### config.mk
export PLATFORM = sky130hd
export DESIGN_NAME = neo_sequencer_flat
export DESIGN_NICKNAME = d
export VERILOG_FILES = /design/src/rtl/neo_pkg.sv /design/src/rtl/neo_if.sv /design/src/rtl/neo_psi_core.sv /design/src/rtl/neo_sequencer.sv /design/src/flat_wrapper.sv
export SDC_FILE = /design/constraint.sdc
export NUM_CORES = 2
export LEC_CHECK = 0
export CAP_MARGIN = 25
export CORE_UTILIZATION = 58
export DETAILED_ROUTE_END_ITERATION = 7
export PLACE_DENSITY = 0.8
export SLEW_MARGIN = 20
export SYNTH_ARGS = -nofsm -noshare
export SYNTH_HDL_FRONTEND = slang
export SYNTH_SLANG_ARGS = --single-unit
export TNS_END_PERCENT = 100
### constraint.sdc
create_clock -name Clk -period 8.1 [get_ports Clk]
set_clock_uncertainty 0.2 [all_clocks]
set_input_delay 2.43 -clock Clk [delete_from_list [all_inputs] [get_ports Clk]]
set_output_delay 2.43 -clock Clk [all_outputs]
set_load 0.005 [all_outputs]
### src/rtl/neo_pkg.sv
// Shared FSM state type and result-width helper for the NEO sequencer.
package neo_pkg;

    typedef enum logic [2:0] {
        IDLE = 3'd0,
        RD0  = 3'd1,
        RD1  = 3'd2,
        RD2  = 3'd3,
        CALC = 3'd4,
        OUT  = 3'd5
    } neo_state_t;

    function automatic int psi_width(input int n);
        return 2 * n + 1;
    endfunction

endpackage

### src/rtl/neo_if.sv
// Sample stream, sample-memory port and psi result stream of the NEO sequencer.
interface neo_if #(
    parameter int N = 16,
    parameter int M = 16
);
    import neo_pkg::*;

    localparam int AW = $clog2(M);
    localparam int PW = psi_width(N);

    logic                 s_valid;
    logic                 s_ready;
    logic signed [N-1:0]  s_data;
    logic                 mem_we;
    logic [AW-1:0]        waddr;
    logic signed [N-1:0]  wdata;
    logic [AW-1:0]        raddr;
    logic signed [N-1:0]  rdata;
    logic                 m_valid;
    logic                 m_ready;
    logic signed [PW-1:0] m_data;

    modport slave (
        input  s_valid, s_data, rdata, m_ready,
        output s_ready, mem_we, waddr, wdata, raddr, m_valid, m_data
    );

    modport master (
        output s_valid, s_data, rdata, m_ready,
        input  s_ready, mem_we, waddr, wdata, raddr, m_valid, m_data
    );

endinterface

### src/rtl/neo_psi_core.sv
// Registered psi = xc^2 - xp*xn in full 2N+1-bit signed precision.
// Build option: NEO_CLAMP_EN clamps negative results to zero.
module neo_psi_core
    import neo_pkg::*;
#(
    parameter  int N  = 16,
    localparam int PW = psi_width(N)
) (
    input  logic                 Clk,
    input  logic                 reset,
    input  logic                 load,
    input  logic signed [N-1:0]  xp,
    input  logic signed [N-1:0]  xc,
    input  logic signed [N-1:0]  xn,
    output logic signed [PW-1:0] psi
);

    logic signed [PW-1:0] sp, sc, sn, diff, psi_nxt;

    assign sp   = xp;
    assign sc   = xc;
    assign sn   = xn;
    assign diff = sc * sc - sp * sn;

`ifdef NEO_CLAMP_EN
    assign psi_nxt = diff[PW-1] ? '0 : diff;
`else
    assign psi_nxt = diff;
`endif

    always_ff @(posedge Clk or posedge reset) begin
        if (reset)
            psi <= '0;
        else if (load)
            psi <= psi_nxt;
    end

endmodule

### src/rtl/neo_sequencer.sv
// NEO sequencer: writes samples to the circular memory, reads x[n-1], x[n], x[n+1]
// and streams psi. Build option NEO_CLAMP_EN (see neo_psi_core).
//   state | meaning
//   IDLE  | waiting for at least three unconsumed samples
//   RD0   | address x[n-1]
//   RD1   | address x[n], capture x[n-1]
//   RD2   | address x[n+1], capture x[n]
//   CALC  | x[n+1] on rdata, psi registered
//   OUT   | m_valid high until downstream handshake
module neo_sequencer
    import neo_pkg::*;
#(
    parameter  int N  = 16,
    parameter  int M  = 16,
    localparam int AW = $clog2(M)
) (
    input  logic       Clk,
    input  logic       reset,
    neo_if.slave       bus,
    output logic [AW:0] occupancy,
    output logic       busy
);

    neo_state_t          state, state_nxt;
    logic [AW-1:0]       wptr, rptr;
    logic signed [N-1:0] xp, xc;
    logic                accept, pop, load;
    logic [AW:0]         occ_after;

    assign bus.s_ready = (occupancy < (AW+1)'(M));
    assign accept      = bus.s_valid & bus.s_ready;
    assign pop         = (state == OUT) & bus.m_ready;
    assign occ_after   = occupancy + (AW+1)'(accept) - (AW+1)'(pop);

    assign bus.mem_we  = accept;
    assign bus.waddr   = wptr;
    assign bus.wdata   = accept ? bus.s_data : '0;
    assign busy        = (state != IDLE);

    // Occupancy never exceeds M, so wptr cannot land on the rptr..rptr+2 window in use.
    always_ff @(posedge Clk or posedge reset) begin
        if (reset) begin
            wptr      <= '0;
            rptr      <= '0;
            occupancy <= '0;
        end else begin
            if (accept)
                wptr <= wptr + AW'(1);
            if (pop)
                rptr <= rptr + AW'(1);
            occupancy <= occ_after;
        end
    end

    always_ff @(posedge Clk or posedge reset) begin
        if (reset)
            state <= IDLE;
        else
            state <= state_nxt;
    end

    always_comb begin
        state_nxt = state;
        case (state)
            IDLE:    if (occupancy >= (AW+1)'(3)) state_nxt = RD0;
            RD0:     state_nxt = RD1;
            RD1:     state_nxt = RD2;
            RD2:     state_nxt = CALC;
            CALC:    state_nxt = OUT;
            OUT:     if (bus.m_ready) state_nxt = (occ_after >= (AW+1)'(3)) ? RD0 : IDLE;
            default: state_nxt = IDLE;
        endcase
    end

    always_comb begin
        bus.raddr   = rptr;
        bus.m_valid = 1'b0;
        load        = 1'b0;
        case (state)
            RD1:     bus.raddr = rptr + AW'(1);
            RD2:     bus.raddr = rptr + AW'(2);
            CALC:    load = 1'b1;
            OUT:     bus.m_valid = 1'b1;
            default: ;
        endcase
    end

    // Synchronous-read memory: each sample lands one state after its address.
    always_ff @(posedge Clk or posedge reset) begin
        if (reset) begin
            xp <= '0;
            xc <= '0;
        end else begin
            if (state == RD1)
                xp <= bus.rdata;
            if (state == RD2)
                xc <= bus.rdata;
        end
    end

    neo_psi_core #(.N(N)) u_core (
        .Clk   (Clk),
        .reset (reset),
        .load  (load),
        .xp    (xp),
        .xc    (xc),
        .xn    (bus.rdata),
        .psi   (bus.m_data)
    );

endmodule
### src/flat_wrapper.sv
// flat-port wrapper written by rule: the top's interface ports become plain ports
module neo_sequencer_flat import neo_pkg::*;
#(
    parameter  int N  = 16,
    parameter  int M  = 16,
    localparam int AW = $clog2(M)
)
  (Clk, reset, occupancy, busy, bus_s_valid, bus_s_data, bus_rdata, bus_m_ready, bus_s_ready, bus_mem_we, bus_waddr, bus_wdata, bus_raddr, bus_m_valid, bus_m_data);
  neo_if #(.N(N), .M(M)) bus_i ();
  input  logic Clk;
  input  logic reset;
  output logic [AW:0] occupancy;
  output logic busy;
  input wire logic [$bits(bus_i.s_valid)-1:0] bus_s_valid;
  input wire logic [$bits(bus_i.s_data)-1:0] bus_s_data;
  input wire logic [$bits(bus_i.rdata)-1:0] bus_rdata;
  input wire logic [$bits(bus_i.m_ready)-1:0] bus_m_ready;
  output wire logic [$bits(bus_i.s_ready)-1:0] bus_s_ready;
  output wire logic [$bits(bus_i.mem_we)-1:0] bus_mem_we;
  output wire logic [$bits(bus_i.waddr)-1:0] bus_waddr;
  output wire logic [$bits(bus_i.wdata)-1:0] bus_wdata;
  output wire logic [$bits(bus_i.raddr)-1:0] bus_raddr;
  output wire logic [$bits(bus_i.m_valid)-1:0] bus_m_valid;
  output wire logic [$bits(bus_i.m_data)-1:0] bus_m_data;
  assign bus_i.s_valid = bus_s_valid;
  assign bus_i.s_data = bus_s_data;
  assign bus_i.rdata = bus_rdata;
  assign bus_i.m_ready = bus_m_ready;
  assign bus_s_ready = bus_i.s_ready;
  assign bus_mem_we = bus_i.mem_we;
  assign bus_waddr = bus_i.waddr;
  assign bus_wdata = bus_i.wdata;
  assign bus_raddr = bus_i.raddr;
  assign bus_m_valid = bus_i.m_valid;
  assign bus_m_data = bus_i.m_data;
  neo_sequencer #(.N(N), .M(M)) u_core (.Clk(Clk), .reset(reset), .bus(bus_i), .occupancy(occupancy), .busy(busy));
endmodule
Word-level counts from Yosys, hierarchy flattened
Cells that the tools add are included.
{"block": "word_totals", "out_inout_bits": 66, "rom_bits": 0, "n_memories": 0, "wordCells": 38, "in_bits": 36, "mem_bits_rw": 0, "latch_bits": 0, "regBits": 81}
{"block": "op_classes", "addsub": 6, "magnitude_cmp": 3, "eq_ne": 7, "n_bitwise": 2, "div": 0, "shifts": 0, "muxes": 8, "mul": 2, "n_reduce_logical": 3}
{"operator": "multiplier 16 x 16 -> 32 bit", "n": 2}
{"operator": "subtractor 32 x 32 -> 33 bit", "n": 1}
{"operator": "case mux 3 bit (6 select lines)", "n": 1}
{"operator": "2-to-1 mux 16 bit", "n": 1}
{"operator": ">= comparator 5 x 2 -> 1 bit, second input constant", "n": 2}
{"operator": "adder 4 x 1 -> 4 bit, second input constant", "n": 2}
{"operator": "case mux 4 bit (2 select lines)", "n": 1}
{"operator": "== test 3 x 2 -> 1 bit, second input constant", "n": 2}
{"operator": "== test 3 bit, second input constant", "n": 2}
{"operator": "2-to-1 mux 3 bit", "n": 2}
{"operator": "adder 5 x 1 -> 5 bit", "n": 1}
{"operator": "< comparator 5 bit, second input constant", "n": 1}
{"operator": "subtractor 5 x 1 -> 5 bit", "n": 1}
{"operator": "adder 4 x 2 -> 4 bit, second input constant", "n": 1}
{"operator": "== test 3 x 1 -> 1 bit, second input constant", "n": 1}
{"operator": "zero test 3 bit", "n": 1}
{"operator": "2-to-1 mux 1 bit", "n": 3}
{"operator": "nonzero test 3 bit", "n": 1}
{"operator": "AND 1 bit", "n": 2}
{"operator": "inequality test 2 x 1 -> 1 bit, second input constant", "n": 1}
{"operator": "inequality test 2 bit, second input constant", "n": 1}
{"operator": "AND reduction 2 bit", "n": 1}

Logic depth before layout (Yosys ltp)
{"block": "logic_depth", "depth_word": 8, "ltp_mapped": 29, "depth_no_buf": 27}

By module
Synthesis repeated with hierarchy kept, for this count alone.
{"block": "hier_totals", "cells_unflattened": 2328, "hier_area_um2": 22909.5}
{"mod": "neo_psi_core", "seq_area_each_um2": 825.8, "n_inst": 1, "cells_per_inst": 2152, "area_each_um2": 20614.8}
{"mod": "neo_sequencer", "seq_area_each_um2": 1201.2, "n_inst": 1, "cells_per_inst": 176, "area_each_um2": 2294.7}

Least setup slack after synthesis
Ideal clock, no wire load.
{"block": "synth_timing", "path_kind": "in2reg", "start": "input port bus_rdata[5]", "end": "register u_core.u_core.psi[31]", "slack_ps": -1470, "path_buffers": 2, "required_ps": 7774, "arrival_time_ps": 9244, "setup_time_ps": 126, "cell_stages": 25, "cell_sequence": "clkbuf_1 clkbuf_1 nand2_1 fa_1 inv_1 fa_1 inv_1 fa_1 fa_1 fa_1 fa_1 fa_1 inv_1 fa_1 inv_1 ha_1 a21o_1 or3_1 or3_4 o21bai_4 nor3_2 o31a_1 nor2_2 o21ai_1 a221o_1"}
{"block": "synth_via", "elab_chain_cells": 2}
{"element": "from (decl)", "line": "flat_wrapper.sv:16", "text": "input wire logic [$bits(bus_i.rdata)-1:0] bus_rdata;"}
{"element": "multiplier 16 x 16 -> 32 bit", "line": "neo_psi_core.sv:23", "text": "assign diff = sc * sc - sp * sn;"}
{"element": "subtractor 32 x 32 -> 33 bit", "line": "neo_psi_core.sv:23"}
{"element": "to (signal assigned)", "line": "neo_psi_core.sv:35", "text": "psi <= psi_nxt;"}
{"element": "to (decl)", "line": "neo_psi_core.sv:15", "text": "output logic signed [PW-1:0] psi"}
Every way passes these cells.
A chain may end at the register's enable or synchronous reset.

Worst setup path after layout
{"block": "layout_timing", "start": "input port bus_rdata[0]", "end": "register u_core.u_core.psi[31]"}
The elaborated chain is that of the path after synthesis.

==> flow_metrics.py <==
metrics = {
    "run_status": {
        "outcome": "finished with violations",
        "violations": "setup timing",
    },
    "final_layout": {
        "syn2layout_area_growth_pct": 18.3,
        "final_util_pct": 69.7,
        "n_fill_cell": 2640,
        "fin_cells": 3121,
        "diodes": 0,
        "fin_nets": 3373,
        "layout-drive-gt1-share_pct": 16.1,
        "design_area_um2": 26900,
    },
    "synthesis": {
        "synthAdderAreaFrac_pct": 59.0,
        "yosysMostFrequentCell": "inv_1",
        "synth.largest_area_cell": "fa_1",
        "synth-compound-area-share_pct": 3.31,
        "ys_ff_latch": 81,
        "synthesis.area_um2": 22800,
        "synth_top_family_by_area": "adder cells",
        "ys_seq_area_share_pct": 8.90,
        "synth_edf_count": 0,
        "synth-main-ff-cell": "dfrtp_1",
        "yosysWarningCount": 0,
        "ys_types": 53,
        "synth-xor-area-share_pct": 2.46,
        "synth.top_cell.area_share_pct": 49.1,
        "yosys.area_share.simple_pct": 11.8,
        "syn_avg_cell_area_um2": 9.68,
        "synth_fp_nets": 3127,
        "syn_inst": 2352,
        "synth.top_cells.by_count": "inv_1 (704), fa_1 (559), nand2_1 (242)",
        "async_reset_ff_share_pct": 100,
        "synthTopCellsByArea": "fa_1 (49%), inv_1 (12%), ha_1 (9.9%), dfrtp_1 (8.9%), and2_1 (5.4%)",
        "synth_mux_area_share_pct": 1.72,
    },
    "timing": {
        "hold_viol_final": 0,
        "period_share_pct": 114,
        "relSlewSlack_pct": 33.2,
        "rsz0062_at_grt": "true",
        "min_period_ns": 9.23,
        "worst_pin_slew_ns": 1.00,
        "fin_ws_ns": -1.13,
        "finalMaxSlewViolations": 0,
        "setup-violations-final": 22,
        "fmax_mhz": 108,
    },
    "clocking": {
        "clk_latency_ns": 0.38,
        "cts.sinks": 81,
        "ctsLongestPathBuffers": 2,
        "cts_buffers": 9,
        "root_buffer": "clkbuf_16",
        "cts_tree": "built",
        "ctsHtreeMaxLevel": 3,
        "path_clk_slew_ns": 0.08,
    },
    "detailed_routing": {
        "wl_per_cell_um": 18.4,
        "ant_nets": 0,
        "routed_wl_um": 57600,
        "first_pass_iters": 5,
        "drcViolationCount": 0,
        "via_per_inst": 5.33,
        "drt_iter0_markers": 1040,
        "num_vias": 16620,
    },
    "global_routing": {
        "grt_max_degree": 59,
        "grt_pass1_vias": 18860,
        "grt_usage_pct": 29.9,
        "grt-ovfl-total": 0,
        "antenna_found_initial": 0,
        "grt_pass1_wl_um": 92900,
    },
    "worst_setup_path": {
        "setup.worst_path.class": "in -> reg",
        "critical_path_arrival_ns": 9.29,
        "cp-start-kind": "input pin",
        "crit_required_ns": 8.16,
        "r2r_start": "u_core.xc[6]",
        "worst-path-max-fanout": 6,
        "end_kind": "register",
        "startpoint": "bus_rdata[0]",
    },
    "placement": {
        "place_ws_ns": -1.87,
        "dp.cells": 3064,
        "dp_hpwl_um": 46500,
        "place_congestion": 0.932,
        "postPlaceCellArea_um2": 25600,
        "port_buffers": 101,
    },
    "hold_path": {
        "worstHoldStart": "u_core.u_core.psi[25]",
        "hold_path.class": "reg -> reg",
    },
    "die": {
        "die-area_um2": 40100,
        "core_region_area_um2": 38600,
        "die_x_um": 200,
        "initial_core_util_pct": 58.9,
        "fp.dieH_um": 200,
        "rows": 72,
        "num_io_pins": 102,
    },
    "flow_run": {
        "max_cap_viol_count": 0,
    },
}
[metal layers]
metal	vias up	wire (um)	GRT usage (%)
li1	7212	-	-
met1	8603	19700	34.2
met2	577	31900	53.6
met3	228	2290	2.67
met4	0	3700	19.3
met5	-	0	0
[repair_timing]
action / CTS / global route
resized for setup: 106 / 147
hold buffers: 0 / 0
setup endpoints to repair: 24 / 24
pin swaps: 75 / 121
buffers inserted: 20 / 30
[cell families (layout without fill, tap and decap cells)]
logic type      Yosys count  in the layout
compound gates          119            119
xor+xnor                 64             64
fa+ha+maj               739            739
buf+inv                 775           1026
flops                    81             81
mux                      35             35
simple gates            539            539
[worst max-delay path, cell delays in order]
cell        delay [ns]
buf_8             0.10
buf_12            0.13
nand2_8           0.07
clkinvlp_4        0.12
buf_6             0.14
buf_12            0.12
buf_4             0.13
fa_1              0.55
fa_1              0.44
fa_1              0.52
inv_1             0.07
fa_1              0.48
fa_1              0.63
fa_1              0.45
fa_1              0.49
inv_1             0.05
fa_1              0.48
inv_1             0.04
ha_1              0.31
a21o_1            0.21
or3_4             0.41
o31a_1            0.37
nor2_2            0.12
o21ai_1           0.09
a221o_1           0.32
[stage by stage]
step	setup TNS, ns	hold WS (ns)
after floorplan	-12.67	0.266
after global placement	-31.86	0.263
after detailed placement	-34.17	0.267
after CTS	-16.73	0.285
after global routing	-18.11	0.319
final	-14.72	0.282
[worst paths after layout]
| check | end | depth (start not counted) | slack [ns] |
|---|---|---|---|
| setup reg to reg | u_core.u_core.psi[31] | 25 | 0.13 |
| min in group asynchronous | u_core.bus.waddr[0] | 2 | 2.15 |
| setup / recovery | u_core.u_core.psi[31] | 25 | -1.13 |
| hold reg to reg | u_core.u_core.psi[25] | 2 | 0.28 |
| max in group asynchronous | u_core.xp[11] | 3 | 4.32 |
| hold / removal | u_core.u_core.psi[25] | 2 | 0.28 |
[final cells by class]
class	count	area [um^2]	share of cell area (%)
Clock buffer	9	225	0.836
Clock inverter	7	106	0.395
Inverter	705	2660	9.87
Multi-Input combinational cell	1496	18500	68.9
Sequential cell	81	2030	7.53
Tap cell	518	648	2.41
Timing Repair Buffer	305	2720	10.1
[sequential cells by signal, summed over array words and instances (netlist names)]
| name | flops |
|---|---|
| u_core.bus.waddr | 4 |
| u_core.occupancy | 5 |
| u_core.rptr | 4 |
| u_core.state | 3 |
| u_core.u_core.psi | 33 |
| u_core.xc | 16 |
| u_core.xp | 16 |
[layout by cell type, fill, tap and decap left out, types with 8 or more instances in the layout]
cell type and n:
a21o_1 15, a21oi_1 17, a21oi_2 8, and2_1 195, buf_4 174, buf_6 27, clkbuf_16 9, clkdlybuf4s50_1 86
dfrtp_1 81, fa_1 534, fa_2 25, ha_1 155, ha_4 20, inv_1 673, inv_2 27, mux2_2 33
nand2_1 225, nand2_2 9, nand2b_1 13, nor2_1 26, nor2b_1 19, o21ai_0 19, o21ai_1 18, xnor2_1 36
xor2_1 26
Power is left out: the tool's default activity adds up to more than one toggle a clock period on the data nets, which glitch-free logic cannot reach.
